## config.mk

```make
export PLATFORM = sky130hd
export DESIGN_NAME = uart_transmitter
export DESIGN_NICKNAME = d
export VERILOG_FILES = /design/src/rtl/uart_transmitter_pkg.sv /design/src/rtl/uart_tx_fifo.sv /design/src/rtl/uart_transmitter.sv
export SDC_FILE = /design/constraint.sdc
export NUM_CORES = 1
export LEC_CHECK = 0
export BUFFER_PORTS_ARGS = -buffer_cell sky130_fd_sc_hd__buf_2
export CAP_MARGIN = 5
export CORE_ASPECT_RATIO = 1.1
export CORE_MARGIN = 3
export CORE_UTILIZATION = 45
export DETAILED_ROUTE_END_ITERATION = 12
export HOLD_SLACK_MARGIN = 0.06
export PLACE_DENSITY = 0.59
export SYNTH_ARGS = -nofsm -noshare
export SYNTH_HDL_FRONTEND = slang
export SYNTH_HIERARCHICAL = 1
export SYNTH_SLANG_ARGS = --single-unit
```

## constraint.sdc

```tcl
create_clock -name clk -period 4.08 [get_ports clk]
set_input_delay 0.204 -clock clk [delete_from_list [all_inputs] [get_ports clk]]
set_output_delay 0.204 -clock clk [all_outputs]
set_load 0.005 [all_outputs]
```

## src/rtl/uart_transmitter_pkg.sv

```systemverilog
// Shared UART constants and transmitter FSM encodings, common to the TX and RX ends.
package uart_transmitter_pkg;
  localparam int UART_DATA_BITS    = 8;
  localparam int UART_DEFAULT_BAUD = 115200;

  localparam logic [1:0] ST_IDLE  = 2'd0;
  localparam logic [1:0] ST_START = 2'd1;
  localparam logic [1:0] ST_DATA  = 2'd2;
  localparam logic [1:0] ST_STOP  = 2'd3;

  // Counter width that stays legal when the divisor collapses to 1.
  function automatic int cnt_width(input int cycles);
    return (cycles > 1) ? $clog2(cycles) : 1;
  endfunction
endpackage

```

## src/rtl/uart_tx_fifo.sv

```systemverilog
// Synchronous circular-buffer FIFO with first-word fall-through read data.
module uart_tx_fifo
  import uart_transmitter_pkg::*;
#(
  parameter int DEPTH = 16,
  parameter int WIDTH = UART_DATA_BITS
) (
  input  logic                   clk,
  input  logic                   rst_n,
  input  logic                   push,
  input  logic [WIDTH-1:0]       din,
  input  logic                   pop,
  output logic [WIDTH-1:0]       dout,
  output logic                   full,
  output logic                   empty,
  output logic [$clog2(DEPTH):0] count
);
  localparam int PTR_W = $clog2(DEPTH);

  logic [WIDTH-1:0] mem_r [DEPTH];
  logic [PTR_W-1:0] wr_ptr_r;
  logic [PTR_W-1:0] rd_ptr_r;
  logic [PTR_W:0]   count_r;
  logic             push_ok_s;
  logic             pop_ok_s;

  assign full      = (count_r == (PTR_W+1)'(DEPTH));
  assign empty     = (count_r == {(PTR_W+1){1'b0}});
  assign push_ok_s = push && !full;
  assign pop_ok_s  = pop && !empty;
  assign dout      = mem_r[rd_ptr_r];
  assign count     = count_r;

  // Storage array; contents need no reset since the pointers gate visibility.
  always_ff @(posedge clk) begin
    if (push_ok_s) begin
      mem_r[wr_ptr_r] <= din;
    end
  end

  // Pointers wrap naturally because DEPTH is a power of two.
  always_ff @(posedge clk or negedge rst_n) begin
    if (!rst_n) begin
      wr_ptr_r <= {PTR_W{1'b0}};
      rd_ptr_r <= {PTR_W{1'b0}};
      count_r  <= {(PTR_W+1){1'b0}};
    end else begin
      if (push_ok_s) wr_ptr_r <= wr_ptr_r + PTR_W'(1);
      if (pop_ok_s)  rd_ptr_r <= rd_ptr_r + PTR_W'(1);
      case ({push_ok_s, pop_ok_s})
        2'b10:   count_r <= count_r + (PTR_W+1)'(1);
        2'b01:   count_r <= count_r - (PTR_W+1)'(1);
        default: count_r <= count_r;
      endcase
    end
  end
endmodule

```

## src/rtl/uart_transmitter.sv

```systemverilog
// 8N1 UART transmitter: byte FIFO in front of a start/data/stop serialiser.
module uart_transmitter
  import uart_transmitter_pkg::*;
#(
  parameter int CLK_FREQ   = 50_000_000,
  parameter int BAUD_RATE  = UART_DEFAULT_BAUD,
  parameter int FIFO_DEPTH = 16
) (
  input  logic                        clk,
  input  logic                        rst_n,
  input  logic [7:0]                  tx_data,
  input  logic                        tx_valid,
  output logic                        tx_ready,
  output logic                        tx,
  output logic                        tx_busy,
  output logic [$clog2(FIFO_DEPTH):0] fifo_count
);
  localparam int              BIT_CYCLES = CLK_FREQ / BAUD_RATE;
  localparam int              CNT_W      = cnt_width(BIT_CYCLES);
  localparam logic [CNT_W-1:0] CNT_LOAD  = CNT_W'(BIT_CYCLES - 1);

  logic [1:0]       state_r;
  logic [CNT_W-1:0] cnt_r;
  logic [2:0]       bit_idx_r;
  logic [7:0]       shift_r;
  logic             tx_r;
  logic [7:0]       fifo_dout_s;
  logic             fifo_full_s;
  logic             fifo_empty_s;
  logic             push_s;
  logic             pop_s;
  logic             bit_done_s;

  assign tx_ready   = !fifo_full_s;
  assign push_s     = tx_valid && !fifo_full_s;
  assign bit_done_s = (cnt_r == {CNT_W{1'b0}});
  assign tx         = tx_r;
  assign tx_busy    = (state_r != ST_IDLE);

  uart_tx_fifo #(
    .DEPTH (FIFO_DEPTH),
    .WIDTH (UART_DATA_BITS)
  ) u_fifo (
    .clk   (clk),
    .rst_n (rst_n),
    .push  (push_s),
    .din   (tx_data),
    .pop   (pop_s),
    .dout  (fifo_dout_s),
    .full  (fifo_full_s),
    .empty (fifo_empty_s),
    .count (fifo_count)
  );

  // Pop when a new frame can begin: from idle, or at the end of a stop bit.
  always_comb begin
    pop_s = 1'b0;
    case (state_r)
      ST_IDLE: pop_s = !fifo_empty_s;
      ST_STOP: pop_s = bit_done_s && !fifo_empty_s;
      default: pop_s = 1'b0;
    endcase
  end

  // Frame sequencer and bit timer; tx is registered so the line never glitches.
  always_ff @(posedge clk or negedge rst_n) begin
    if (!rst_n) begin
      state_r   <= ST_IDLE;
      cnt_r     <= {CNT_W{1'b0}};
      bit_idx_r <= 3'd0;
      shift_r   <= 8'h00;
      tx_r      <= 1'b1;
    end else begin
      case (state_r)
        ST_IDLE: begin
          tx_r <= 1'b1;
          if (pop_s) begin
            shift_r <= fifo_dout_s;
            tx_r    <= 1'b0;
            cnt_r   <= CNT_LOAD;
            state_r <= ST_START;
          end
        end
        ST_START: begin
          if (bit_done_s) begin
            tx_r      <= shift_r[0];
            bit_idx_r <= 3'd0;
            cnt_r     <= CNT_LOAD;
            state_r   <= ST_DATA;
          end else begin
            cnt_r <= cnt_r - CNT_W'(1);
          end
        end
        ST_DATA: begin
          if (bit_done_s) begin
            cnt_r <= CNT_LOAD;
            if (bit_idx_r == 3'd7) begin
              tx_r    <= 1'b1;
              state_r <= ST_STOP;
            end else begin
              shift_r   <= {1'b0, shift_r[7:1]};
              tx_r      <= shift_r[1];
              bit_idx_r <= bit_idx_r + 3'd1;
            end
          end else begin
            cnt_r <= cnt_r - CNT_W'(1);
          end
        end
        ST_STOP: begin
          if (bit_done_s) begin
            if (pop_s) begin
              shift_r <= fifo_dout_s;
              tx_r    <= 1'b0;
              cnt_r   <= CNT_LOAD;
              state_r <= ST_START;
            end else begin
              state_r <= ST_IDLE;
            end
          end else begin
            cnt_r <= cnt_r - CNT_W'(1);
          end
        end
        default: begin
          tx_r    <= 1'b1;
          state_r <= ST_IDLE;
        end
      endcase
    end
  end
endmodule

```

==> flow_summary.rst <==
.. list-table::
   :header-rows: 1

   * - Metric
     - Value
   * - Number of antenna cells inserted
     - 0
   * - Slew @ Worst Pin
     - 1.02 ns
   * - CP dominant cell by count
     - inv_1
   * - Post-synthesis net count
     - 534
   * - Worst setup path class
     - reg2reg
   * - Slowest stage cell, crit path
     - ha_1
   * - Family with the most delay on the worst path
     - adder cells
   * - Run status
     - complete, no violations
   * - First-pass GRT wire length
     - 23600 µm
   * - Arrival @ worst endpoint
     - 3.66 ns
   * - Critical Path RT
     - 4.38 ns
   * - Critical path endpoint category
     - flip-flop
   * - Pin count of the biggest net entering global routing
     - 52
   * - Filler Cells Inserted
     - 1340
   * - Cell chain of the critical path
     - inv_1 > ha_1 > nor3b_1 > a31oi_1 > inv_1 > nor2b_1 > buf_4 > ha_1 > inv_1 > fa_1 > nor2b_1 > o21ai_0 > nand3_1 > or3b_1 > xnor2_1
   * - TritonCTS Buffers
     - 17
   * - Max_cap viols
     - 0
   * - Max incr delay on CP
     - 0.45 ns
   * - Combined buffer and inverter count along the critical path
     - 4
   * - GRT overflow
     - 0
   * - Initial antenna violation count
     - 0
   * - Number of unique standard cell types used by synthesis
     - 55
   * - Fraction of met1 tracks used by global routing
     - 0.232
   * - Final count of pins violating max slew
     - 0
   * - Mean instance size in the synthesized netlist
     - 14.6 µm²
   * - Most Crowded Layer GR
     - met2
   * - Max Root-Sink Buffers
     - 2
   * - Via count of the first global-routing pass
     - 4216
   * - # clock sinks
     - 164
   * - TritonCTS clock tree
     - done
   * - Cells resized by post-CTS repair
     - 0
   * - Total global routing track utilization
     - 0.173
   * - Max Clock Skew
     - 0.0146 ns
   * - Die area
     - 17900 µm²
   * - Detailed Routing Iterations Pass 1
     - 5
   * - Most frequent cells in the layout
     - 128 x edfxtp_1, 34 x dfrtp_1, 30 x o21ai_0, 27 x nor2_1, 27 x nand2_1
   * - Clock Tree Root
     - clkbuf_16
   * - Number of nets in the layout
     - 554
   * - Synthesized cell area
     - 7350 µm²
   * - Final antenna-violating net count
     - 0
   * - Later-pin clock latency in the skew report
     - 0.42 ns
   * - Height of the chip
     - 140 µm
   * - Flop and latch count out of synthesis
     - 164
   * - Overall power consumption
     - 4160 µW
   * - Relative slew margins
     - 0.319
   * - Grt met3 use
     - 0.0370
   * - Number of vias after detailed routing
     - 4182
   * - Met2 routing resource usage after global routing
     - 0.284
   * - Final TNS setup
     - 0 ns
   * - Shortest clock period the worst path allows after layout
     - 3.36 ns
   * - Top-level port count
     - 19
   * - Half-perimeter wire length after placement
     - 9610 µm
   * - Number of enable-type register cells in the synthesized netlist
     - 128
   * - Post-CTS setup buffer count
     - 0
   * - Kind of path behind the tightest hold check
     - in2reg
   * - Syn Inst Count
     - 504
   * - Max IR drop VDD
     - 295 µV
   * - RSZ-0062 raised after global routing
     - no
   * - DRC violation total after the first TritonRoute iteration
     - 270
   * - Ratio of routed vias to standard cells
     - 5.67
   * - Area used by multi-input combinational logic
     - 2350 µm²
   * - Horizontal die dimension
     - 128 µm
   * - Setup violation total in the final timing report
     - 0
   * - Static Leakage
     - 0.00311 µW
   * - Largest driver fanout on the critical path
     - 11
   * - Post-synthesis to final-layout area growth
     - 11.9%
   * - Area taken by flip-flops and latches
     - 4750 µm²
   * - Pwr per Cell Area
     - 506 nW/µm²
   * - CTS H-Tree Depth
     - 4
   * - Final period util
     - 0.824
   * - CTS clk-pin slew, worst paths
     - 0.06 ns
   * - Number of hold buffers added after cts
     - 1
   * - Async SR Flop Fraction
     - 0.220
   * - Kind of start point of the critical path
     - flip-flop
   * - Total number of placement rows
     - 48
   * - Portion of the post-synthesis area used by sequential elements
     - 0.646
   * - Core area
     - 15900 µm²
   * - DRC violation count after routing
     - 0
   * - Final estimated routing congestion in global placement
     - 0.853
   * - Initial cell density of the core
     - 0.463
   * - Primary flip-flop cell chosen by synthesis mapping
     - edfxtp_1
   * - Per-cell routed wire length
     - 19.7 µm
   * - Max Freq
     - 0.298 GHz
   * - Total length of routed wires
     - 14500 µm
   * - Yosys warning total
     - 6
   * - Count of input and output buffers
     - 18
   * - Final Hold Vio Count
     - 0
   * - Most frequent standard cell in the layout excluding fill and tap cells
     - edfxtp_1
   * - Fraction of final layout cells sized beyond drive strength 1
     - 0.175
[routing by layer]
metal / wire length [µm] / part of all wire
met5: 0 / 0
met4: 233 / 0.016
met3: 498 / 0.034
met2: 7350 / 0.51
met1: 6420 / 0.44
[layout make-up]
| class | instances | share of cell area |
|---|---|---|
| Inverter | 18 | 0.00822 |
| Tap cell | 200 | 0.0304 |
| Timing Repair Buffer | 28 | 0.0219 |
| Sequential cell | 164 | 0.578 |
| Clock buffer | 24 | 0.0574 |
| Clock inverter | 8 | 0.0183 |
| Multi-Input combinational cell | 295 | 0.286 |
[cells by family after synthesis]
| group | Yosys count | synth area share |
|---|---|---|
| DFF | 164 | 0.646 |
| and+or+nand+nor | 116 | 0.0858 |
| AOI/OAI and AO/OA | 98 | 0.0884 |
| muxes | 51 | 0.0995 |
| buffers and inverters | 45 | 0.0337 |
| adders and majority gates | 19 | 0.0334 |
| xor gates and xnor gates | 11 | 0.0131 |
[sequential cells by signal (all words and copies together), names as in the netlist]
| register | flops |
|---|---|
| u_fifo/mem_r | 128 |
| cnt_r | 9 |
| shift_r | 8 |
| u_fifo/count | 5 |
| u_fifo/rd_ptr_r | 4 |
| u_fifo/wr_ptr_r | 4 |
| bit_idx_r | 3 |
| state_r | 2 |
| tx | 1 |
[per-stage QoR]
stage / utilization / std cells / cell area (µm²) / setup WS [ns] / hold slack (ns)
after floorplan: - / 504 / 7350 / 0.758 / -0.0916
after global placement: 0.479 / 704 / 7590 / 0.845 / 0.347
after detailed placement: 0.479 / 704 / 7590 / 0.753 / 0.372
after CTS: 0.518 / 737 / 8220 / 0.740 / 0.161
after global routing: 0.518 / 737 / 8220 / 0.402 / 0.178
final: 0.518 / 737 / 8220 / 0.719 / 0.176
[path summary, 6_finish.rpt]
| check | cells after the start | startpoint | slack [ns] | endpoint |
|---|---|---|---|---|
| worst max-delay path | 15 | state_r[0]$_DFFE_PN0P_ | 0.72 | u_fifo/count[4]$_DFFE_PN0P_ |
| worst min-delay path | 1 | tx_data[4] | 0.18 | u_fifo/mem_r[0][4]$_DFFE_PP_ |
| worst max register to register | 15 | state_r[0]$_DFFE_PN0P_ | 0.72 | u_fifo/count[4]$_DFFE_PN0P_ |
| worst min register to register | 1 | bit_idx_r[2]$_DFFE_PN0P_ | 0.49 | bit_idx_r[2]$_DFFE_PN0P_ |
| max in group asynchronous | 2 | rst_n | 3.04 | u_fifo/rd_ptr_r[0]$_DFFE_PN0P_ |
| min in group asynchronous | 2 | rst_n | 0.45 | u_fifo/count[4]$_DFFE_PN0P_ |
[synthesized netlist by cell type, drive strengths merged (4+ instances only)]
cell type / number / area share
a221oi: 8 / 0.0095
edfxtp: 128 / 0.52
buf: 17 / 0.019
nor2b: 4 / 0.0034
nor4b: 8 / 0.011
dfrtp: 35 / 0.12
clkbuf: 10 / 0.0051
nand2: 28 / 0.015
mux2i: 25 / 0.034
o21ai: 32 / 0.022
mux4: 16 / 0.049
inv: 18 / 0.0092
o22a: 4 / 0.0048
a21oi: 21 / 0.016
a22oi: 8 / 0.0082
nand3: 5 / 0.0034
nor3: 22 / 0.015
nor2: 27 / 0.014
xnor2: 8 / 0.0095
o22ai: 9 / 0.0077
ha: 18 / 0.031
mux2: 10 / 0.016
[where the power goes]
part	switching [µW]	internal [µW]	leakage, µW
combinational	263	153	0.00120
sequential	88.4	1980	0.00161
clock	610	1060	0.000301
total	961	3190	0.00311
Note: power is estimated with default switching activity, not from simulation.
